<file path="src/rtl/ps2_game_cmd.sv">
// ps2_game_cmd
//
// Turns the raw PS/2 byte stream from the keyboard controller into one-cycle Tetris game
// commands for the VGA game controller. The block:
//   - parses make, break and extended (E0) sequences,
//   - drops the keyboard's own typematic repeats,
//   - generates its own auto-repeat for the movement keys (LEFT, RIGHT, DOWN),
//   - tracks a pause toggle.
//
// Parameters:
//   REPEAT_DELAY   - cycles from a movement make to its first auto-repeat
//   REPEAT_PERIOD  - cycles between later auto-repeats
//   PREFIX_TIMEOUT - idle cycles a prefix state waits for its next byte before abandoning it
//
// Ports:
//   clock       in   system clock
//   reset       in   synchronous, active-high reset
//   key_data    in   PS/2 byte, valid while key_pressed is high
//   key_pressed in   one-cycle strobe per received byte
//   cmd_valid   out  one-cycle command pulse
//   cmd         out  command code: 1 LEFT, 2 RIGHT, 3 DOWN, 4 ROTATE, 5 DROP, 6 PAUSE;
//                    holds its last value while cmd_valid is low
//   held        out  key levels: bit 0 left, 1 right, 2 down, 3 rotate
//   paused      out  pause state, toggled by every PAUSE command

module ps2_game_cmd #(
    parameter int unsigned REPEAT_DELAY   = 12500000,
    parameter int unsigned REPEAT_PERIOD  = 2500000,
    parameter int unsigned PREFIX_TIMEOUT = 250000
) (
    input  logic       clock,
    input  logic       reset,
    input  logic [7:0] key_data,
    input  logic       key_pressed,
    output logic       cmd_valid,
    output logic [2:0] cmd,
    output logic [3:0] held,
    output logic       paused
);

    // Counter widths cover the largest value each counter must hold.
    localparam int unsigned RptMax = (REPEAT_DELAY > REPEAT_PERIOD) ? REPEAT_DELAY
                                                                    : REPEAT_PERIOD;
    localparam int unsigned RptW   = ($clog2(RptMax + 1) < 1) ? 1 : $clog2(RptMax + 1);
    localparam int unsigned ToW    = ($clog2(PREFIX_TIMEOUT + 1) < 1) ? 1
                                                                      : $clog2(PREFIX_TIMEOUT + 1);

    localparam logic [7:0] CodeExt    = 8'hE0;
    localparam logic [7:0] CodeBrk    = 8'hF0;
    localparam logic [7:0] CodeLeft   = 8'h6B;
    localparam logic [7:0] CodeRight  = 8'h74;
    localparam logic [7:0] CodeDown   = 8'h72;
    localparam logic [7:0] CodeRotate = 8'h75;
    localparam logic [7:0] CodeDrop   = 8'h29;
    localparam logic [7:0] CodePause  = 8'h4D;

    // Key indices; the command code is always index + 1.
    localparam logic [2:0] KeyLeft   = 3'd0;
    localparam logic [2:0] KeyRight  = 3'd1;
    localparam logic [2:0] KeyDown   = 3'd2;
    localparam logic [2:0] KeyRotate = 3'd3;
    localparam logic [2:0] KeyDrop   = 3'd4;
    localparam logic [2:0] KeyPause  = 3'd5;

    typedef enum logic [1:0] {
        StIdle,
        StExt,
        StBrk,
        StExtBrk
    } state_e;

    state_e            state_q;
    logic [ToW-1:0]    tout_q;
    logic [5:0]        flags_q;     // held flags for all six keys
    logic              paused_q;
    logic              cmd_valid_q;
    logic [2:0]        cmd_q;
    logic              rpt_act_q;
    logic [1:0]        rpt_key_q;
    logic [RptW-1:0]   rpt_cnt_q;

    // ------------------------------------------------------------------
    // Byte classification for the current strobe
    // ------------------------------------------------------------------
    logic       ev_make;
    logic       ev_break;
    logic       ev_ext;
    logic       key_hit;
    logic [2:0] key_idx;
    logic [5:0] key_oh;

    always_comb begin
        ev_make  = 1'b0;
        ev_break = 1'b0;
        ev_ext   = 1'b0;
        if (key_pressed) begin
            unique case (state_q)
                StIdle: begin
                    ev_make = (key_data != CodeExt) && (key_data != CodeBrk);
                end
                StExt: begin
                    ev_make = (key_data != CodeBrk);
                    ev_ext  = 1'b1;
                end
                StBrk: begin
                    ev_break = 1'b1;
                end
                StExtBrk: begin
                    ev_break = 1'b1;
                    ev_ext   = 1'b1;
                end
                default: ;
            endcase
        end
    end

    // Map the byte to a key; the same byte means different keys with and without E0.
    always_comb begin
        key_hit = 1'b0;
        key_idx = KeyLeft;
        if (ev_ext) begin
            unique case (key_data)
                CodeLeft:   begin key_hit = 1'b1; key_idx = KeyLeft;   end
                CodeRight:  begin key_hit = 1'b1; key_idx = KeyRight;  end
                CodeDown:   begin key_hit = 1'b1; key_idx = KeyDown;   end
                CodeRotate: begin key_hit = 1'b1; key_idx = KeyRotate; end
                default: ;
            endcase
        end else begin
            unique case (key_data)
                CodeDrop:  begin key_hit = 1'b1; key_idx = KeyDrop;  end
                CodePause: begin key_hit = 1'b1; key_idx = KeyPause; end
                default: ;
            endcase
        end
    end

    always_comb begin
        key_oh = 6'b0;
        if (key_hit) begin
            key_oh = 6'b1 << key_idx;
        end
    end

    // ------------------------------------------------------------------
    // Command decisions
    // ------------------------------------------------------------------
    logic       key_is_move;
    logic       make_new;
    logic       brk_hit;
    logic       pcmd_emit;
    logic [2:0] pcmd_code;
    logic       brk_active;
    logic       rpt_expire;
    logic       rpt_fire;
    logic [2:0] rpt_code;

    always_comb begin
        key_is_move = |key_oh[2:0];
        // A make of a key whose flag is already set is a typematic duplicate.
        make_new    = ev_make && key_hit && ((flags_q & key_oh) == 6'b0);
        brk_hit     = ev_break && key_hit;
        // While paused only PAUSE itself reaches the game.
        pcmd_emit   = make_new && (!paused_q || key_oh[KeyPause]);
        pcmd_code   = key_idx + 3'd1;
        brk_active  = brk_hit && key_is_move && rpt_act_q && (rpt_key_q == key_idx[1:0]);
        // A count of 1 expires this cycle; a count of 0 is an expiry that lost to a
        // parser command and is still pending.
        rpt_expire  = rpt_act_q && !paused_q && (rpt_cnt_q <= RptW'(1));
        rpt_fire    = rpt_expire && !pcmd_emit;
        rpt_code    = {1'b0, rpt_key_q} + 3'd1;
    end

    // ------------------------------------------------------------------
    // Parser FSM, key flags, repeat engine and registered outputs
    // ------------------------------------------------------------------
    always_ff @(posedge clock) begin
        if (reset) begin
            state_q     <= StIdle;
            tout_q      <= '0;
            flags_q     <= 6'b0;
            paused_q    <= 1'b0;
            cmd_valid_q <= 1'b0;
            cmd_q       <= 3'd0;
            rpt_act_q   <= 1'b0;
            rpt_key_q   <= 2'd0;
            rpt_cnt_q   <= '0;
        end else begin
            // Parser state and prefix timeout
            if (key_pressed) begin
                tout_q <= '0;
                unique case (state_q)
                    StIdle: begin
                        if (key_data == CodeExt) begin
                            state_q <= StExt;
                        end else if (key_data == CodeBrk) begin
                            state_q <= StBrk;
                        end else begin
                            state_q <= StIdle;
                        end
                    end
                    StExt: begin
                        state_q <= (key_data == CodeBrk) ? StExtBrk : StIdle;
                    end
                    StBrk, StExtBrk: begin
                        state_q <= StIdle;
                    end
                    default: state_q <= StIdle;
                endcase
            end else if (state_q != StIdle) begin
                if (tout_q >= ToW'(PREFIX_TIMEOUT - 1)) begin
                    state_q <= StIdle;
                    tout_q  <= '0;
                end else begin
                    tout_q <= tout_q + ToW'(1);
                end
            end

            // Key flags
            if (make_new) begin
                flags_q <= flags_q | key_oh;
            end else if (brk_hit) begin
                flags_q <= flags_q & ~key_oh;
            end

            if (pcmd_emit && key_oh[KeyPause]) begin
                paused_q <= ~paused_q;
            end

            // Repeat slot: a fresh movement make always takes it over.
            if (make_new && key_is_move) begin
                rpt_act_q <= 1'b1;
                rpt_key_q <= key_idx[1:0];
                rpt_cnt_q <= RptW'(REPEAT_DELAY);
            end else if (brk_active) begin
                rpt_act_q <= 1'b0;
                rpt_cnt_q <= '0;
            end else if (rpt_fire) begin
                rpt_cnt_q <= RptW'(REPEAT_PERIOD);
            end else if (rpt_expire) begin
                rpt_cnt_q <= '0;
            end else if (rpt_act_q && !paused_q) begin
                rpt_cnt_q <= rpt_cnt_q - RptW'(1);
            end

            // Outputs: parser command beats a repeat expiry in the same cycle.
            cmd_valid_q <= 1'b0;
            if (pcmd_emit) begin
                cmd_valid_q <= 1'b1;
                cmd_q       <= pcmd_code;
            end else if (rpt_fire) begin
                cmd_valid_q <= 1'b1;
                cmd_q       <= rpt_code;
            end
        end
    end

    assign cmd_valid = cmd_valid_q;
    assign cmd       = cmd_q;
    assign held      = flags_q[3:0];
    assign paused    = paused_q;

endmodule

</file>
<file path="config.mk">
export PLATFORM = sky130hd
export DESIGN_NAME = ps2_game_cmd
export DESIGN_NICKNAME = d
export VERILOG_FILES = /design/src/rtl/ps2_game_cmd.sv
export SDC_FILE = /design/constraint.sdc
export NUM_CORES = 1
export LEC_CHECK = 0
export CAP_MARGIN = 0
export CORE_MARGIN = 10
export CORE_UTILIZATION = 35
export DETAILED_ROUTE_END_ITERATION = 10
export MAX_ROUTING_LAYER = met4
export PLACE_DENSITY = 0.56
export SYNTH_ARGS = -nofsm -noshare
export SYNTH_HDL_FRONTEND = slang
export SYNTH_SLANG_ARGS = --single-unit
</file>
<file path="constraint.sdc">
create_clock -name clock -period 4.3 [get_ports clock]
set_clock_uncertainty 0.15 [all_clocks]
set_input_delay 1.075 -clock clock [delete_from_list [all_inputs] [get_ports clock]]
set_output_delay 1.075 -clock clock [all_outputs]
set_load 0.02 [all_outputs]
</file>
======== Word level (Yosys, flattened, before mapping) ========
Index checks and enable logic that the tools add are counted.
operators by class
  add/sub/neg operators ................... 4
  magnitude comparators ................... 2
  equal/unequal tests ..................... 14
  shift-type cells ........................ 1
  mux-type cells .......................... 34
  bitwise logic cells ..................... 5
  reduce and logical (&&, ||, !) cells .... 35
operators by type and width
  cell                                                                    number
  24-bit two-way mux                                                      5
  8-bit by 7-bit == test with 1-bit output, second input constant         5
  24-bit by 1-bit <= comparator with 1-bit output, second input constant  1
  24-bit by 1-bit subtractor with 24-bit output, second input constant    1
  18-bit by 1-bit adder with 18-bit output, second input constant         1
  18-bit >= comparator, second input constant                             1
  18-bit two-way mux                                                      1
  6-bit two-way mux                                                       3
  8-bit == test, second input constant                                    2
  8-bit inequality test, second input constant                            2
  1-bit logical AND                                                       13
  6-bit bitwise AND                                                       2
  1-bit two-way mux                                                       12
  2-bit two-way mux                                                       6
  2-bit case mux with 3 select lines                                      2
  2-bit nonzero test                                                      6
  3-bit two-way mux                                                       3
  8-bit by 6-bit == test with 1-bit output, second input constant         1
  2-bit OR reduction                                                      4
  6-bit logical NOT                                                       1
  6-bit NOT                                                               1
  6-bit bitwise OR                                                        1
  3-bit case mux with 2 select lines                                      1
  3-bit OR reduction                                                      2
  16 further kinds                                                        18
word-level totals
  register bits ........................... 58
  input port bits ......................... 11
  output and inout port bits .............. 9
  word-level logic and storage cells ...... 106

======== Depth between registers and ports, before layout ========
Gate-level depths: netlist of run 1.
  depth after elaboration ................. 16
  depth in mapped cells ................... 13
  mapped depth without buffers ............ 12

======== Worst setup path after synthesis of run 1 ========
No wires, ideal clock.
  path type ............................... input-to-reg
  start point ............................. input port key_data[2]
  end point ............................... register cmd_q[2], in the netlist cmd[2]
  setup time .............................. 0.128 ns
  arrival ................................. 3.121 ns
  data required time ...................... 4.022 ns
  path slack .............................. 0.901 ns
  cell stages on the path ................. 12
  path buffers ............................ 0
  cell sequence ........................... and3b_1 a22o_1 a221o_1 nor3b_4 nand3_2 nand2_1 o21ai_0 ha_1 nand2b_1 nor2b_1 o21bai_1 o211ai_1
on the way
  longest elaborated chain between the ends .. 12
  elaborated cells on any way between the ends .. 32
  classes of those cells .................. 1 x add/sub; 8 x eq/ne; 1 x shift; 10 x mux; 1 x bitwise; 11 x reduce/logical
ends and longest elaborated chain
  element                                                                                  RTL line  RTL
  from (decl)                                                                              33        input logic [7:0] key_data,
  8-bit by 7-bit == test with 1-bit output, or another cell as far along                   122       unique case (key_data)
  2-bit case mux with 3 select lines, or another cell as far along                         122
  3-bit two-way mux, or another cell as far along                                          121       if (ev_ext) begin
  1-bit by 3-bit << shifter with 6-bit output / 1-bit two-way mux (equally long branches)  141, 121
  6-bit two-way mux                                                                        140       if (key_hit) begin
  6-bit bitwise AND                                                                        161       make_new = ev_make && key_hit && ((flags_q & key_oh) == 6'b0);
  6-bit logical NOT                                                                        161
  1-bit logical AND                                                                        161
  1-bit logical AND                                                                        164       pcmd_emit = make_new && (!paused_q || key_oh[KeyPause]);
  1-bit logical NOT                                                                        170       rpt_fire = rpt_expire && !pcmd_emit;
  1-bit logical AND                                                                        170
  2-bit nonzero test (no source line)                                                      n/a
  to (signal assigned)                                                                     250       cmd_q <= pcmd_code;
  to (signal assigned)                                                                     253       cmd_q <= rpt_code;
  to (decl)                                                                                77        logic [2:0] cmd_q;
Parallel ways exist; a longest one is shown, timed or not.
A chain may end at the register's enable or synchronous reset.

======== Worst setup path after layout of run 1 ========
  start point ............................. input port key_data[1]
  end point ............................... register cmd_q[2], in the netlist cmd[2]
Same word-level chain as after synthesis.

==> summary by stage, run 1 <==
Clocking
The clock sink count is 58. The root buffer cell is clkbuf_8. Hold repair after CTS inserted 0 buffers.

The number of post-CTS setup repair buffers is 0. The H-tree was split into 3 levels. The TritonCTS clock tree is built. The number of clock buffers inserted by TritonCTS is 9. In this run, post-CTS repair resized a total of 0 instances. Clock latency on the worst-skew pair, taken at its later pin, is between 0.3 and 0.4 ns. The longest clock path from root to sink contains 2 buffers. Clock-pin slew was measured on the worst setup and hold paths at about 0.06 ns.

STA
The worst-margin pin slew is 0.639 ns. Setup repair after global routing left no endpoint under its margin. Setup violations remaining at the end of the flow were counted as 0. The upper clock frequency limit is ~260 MHz. After routing, the total negative slack on setup checks comes to 0 ns. The shortest period the worst path allows is 3.84 ns. The number of hold violations in the final report is 0. The post-route fraction of the period consumed by the critical path is between 80 and 90%.

The count of pins over their slew limit was 0. The least setup slack across all paths after layout is about 0.46 ns. The max-slew headroom at the worst pin is a little under three fifths.

Run
The max-cap check violation count is 0.

Place
Timing analysis after detailed placement gives a worst setup slack of 0.124 ns. The HPWL after detailed placement is just over 6 mm. The routability congestion estimate is between 0.8 and 0.9.

The count of input and output buffers is 19. The total instance count after detailed placement is 549.

Pwr
The register share of total power is between 40 and 50%. In this run the power density over the cells is 279 nW/um^2. The design internal power is ~0.00083 W. The static leakage power is between 1 and 1.5 nW. The switching share of power is 22.7%. The net switching power is 0.000245 W. The power after layout is 0.00108 W. In this run, the combinational gates consume ~4.2% of the power.

The peak supply drop is about 0.00015 V. The clock network accounts for 46.0% of the total power.

Cells and area
The post-route netlist has a little under a tenth of its cells at a drive strength greater than 1. The antenna diode count is 0. The finished layout holds roughly 560 standard cells, fillers aside.

Measured on the finished design, the core utilization comes to 41.6%. The area growth from synthesis to layout is 15.0%. The number of nets in the finished design is ~450.

Synth
After synthesis, the largest area contributor takes up between 30% and 40% of total cell area. The number of enable-type register cells in the synthesized netlist is 0. The cell accounting for the most synthesized area is dfxtp_1. After synthesis, the cell types taking the most area are dfxtp_1 (35%), nor2_1 (6.4%), nand2_1 (4.1%), xnor2_1 (3.6%), xor2_1 (3.6%). The average instance in the mapped netlist occupies slightly above 8 um^2. Of all flip-flops after synthesis, the portion carrying an async set or reset was 0%. The share of the Yosys chip area taken by registers is 34.5%. The synthesis warning total is 0. In the synthesized netlist, the cells that appear most often are dfxtp_1 (58), nor2_1 (57), nand2_1 (37). The number of synthesized register bits is 58.

In the synthesized netlist, the number of instances is 412. The number of nets handed over by synthesis was 427. The cell area after synthesis is between 3000 and 4000 um^2. The primary flip-flop cell chosen by synthesis mapping is dfxtp_1. The most common cell in the synthesized netlist is dfxtp_1. After synthesis, the netlist uses 65 different library cells.

Drt
The first TritonRoute pass finished after 4 iterations. The top layer used by detailed routing is met4. The number of vias per cell after detailed routing is around 5.4.

After detailed routing, the wire length on met1 is 4.03 mm. In the final routed layout, each cell accounts on average for about 15 um. The first routing iteration left 214 violations. The met2 wirelength from detailed routing is about 3.8 mm. After detailed routing, the met3 layer carries roughly 340 um of wire. The total number of vias is roughly 3,000.

After detailed routing, the total wire length is 8.33 mm. After detailed routing, the number of remaining DRC violations is 0. The final antenna-violating net count is 0.

Critical path
STA classifies the critical path startpoint as an input port. The worst setup path is captured at a register. The category of the most critical setup path is in2reg. Data arrives at the worst endpoint at between 3 and 4 ns.

The peak fanout along the critical path is 8. The data required time at the worst endpoint is about 4.4 ns.

Global route
The first global-routing pass estimated between 10 and 15 mm of wire. The initial antenna violation count is 0. The number of global-route vias before repair is 3,011. Across every metal layer, demand over resource in global routing totals 12.5%.

The aggregate global routing overflow is 0. Entering global routing, the biggest net connects 23 pins.

Min path
In this run the worst hold path is classified as reg2reg.

Floorplanning
Measured along the x axis, the die boundary spans 118 um. The floorplan step defined a die boundary enclosing 13,900 um^2. The boundary pin count is 20. The core box area is a little over 9000 um^2. The starting density of the core is a little over a third. The floorplan die height is 118 um. Row generation in the floorplan step produced 35 rows.

Run status
The flow ran to the end, and the final reports show no timing, DRC or antenna violations.
layer usage:
layer  vias to the layer above  track usage (%)
li1                       1542                -
met1                      1430             15.1
met2                        60             19.5
met3                        17             3.31
met4                         0             4.40
met5                         -                -
power by group through the flow:
stage | clock, W | combinational (W) | sequential (W)
after floorplan | 0 | 0.0000231 | 0.000549
after global placement | 0 | 0.0000437 | 0.000549
after detailed placement | 0 | 0.0000443 | 0.000549
after CTS | 0.000512 | 0.0000444 | 0.000537
after global routing | 0.000538 | 0.0000490 | 0.000537
final | 0.000497 | 0.0000448 | 0.000537
per-stage QoR:
| stage | hold slack [ns] | instance area (um^2) |
|---|---|---|
| global placement | 0.299 | 3670 |
| CTS | 0.324 | 3860 |
| finish | 0.318 | 3860 |
| floorplan | 0.279 | 3360 |
| global route | 0.343 | 3860 |
| detailed placement | 0.316 | 3670 |
cells by family after synthesis:
family	share of synthesized area (%)
adders and majority gates	1.49
AOI/OAI and AO/OA	17.9
and+or+nand+nor	33.9
buffers and inverters	3.35
xor gates and xnor gates	7.29
muxes	1.49
DFF	34.5
cell type report:
class | count | area, um^2
Sequential cell | 58 | 1160
Clock buffer | 10 | 138
Fill cell | 1000 | 5420
Tap cell | 129 | 161
Inverter | 7 | 26.3
Timing Repair Buffer | 25 | 235
Clock inverter | 5 | 55.1
Multi-Input combinational cell | 330 | 2090
worst max-delay path, cell delays in order:
cell	delay [ns]
clkdlybuf4s50_1	0.51
a211oi_1	0.48
o211ai_1	0.27
o211a_2	0.24
nor3b_4	0.38
nand3_2	0.16
nand2_1	0.09
o21ai_0	0.09
ha_1	0.23
nand2b_1	0.09
nor2b_1	0.05
o21bai_1	0.13
o211ai_1	0.09
worst paths after layout:
check / start / to / slack [ns] / cells after the start
worst min-delay path: cmd[1] / cmd[1] / 0.32 / 2
worst max-delay path: key_data[1] / cmd[2] / 0.46 / 13
worst min register to register: cmd[1] / cmd[1] / 0.32 / 2
worst max register to register: state_q[0] / cmd[2] / 1.27 / 12
cells in the final DEF (no fill, tap or decap), types with 7 or more instances in the layout:
cell type and instances:
clkdlybuf4s50_1 19, nor3_1 18, a21oi_1 18, nor4_1 10, nand3_1 19, o21ai_0 17, dfxtp_1 58, nand2_1 37
a31oi_1 10, xnor2_1 14, xor2_1 14, nand2b_1 9, nor2_1 57, inv_1 7, clkbuf_8 10
Note: power is estimated with default switching activity, not from simulation.
==> inputs of run 2 (changes only) <==
--- a/config.mk
+++ b/config.mk
@@ -14,3 +14,4 @@
 export SYNTH_ARGS = -nofsm -noshare
 export SYNTH_HDL_FRONTEND = slang
 export SYNTH_SLANG_ARGS = --single-unit
+export TNS_END_PERCENT = 5
==> results of run 2 <==
The final DEF is identical to that of run 1; final timing and power are the same.
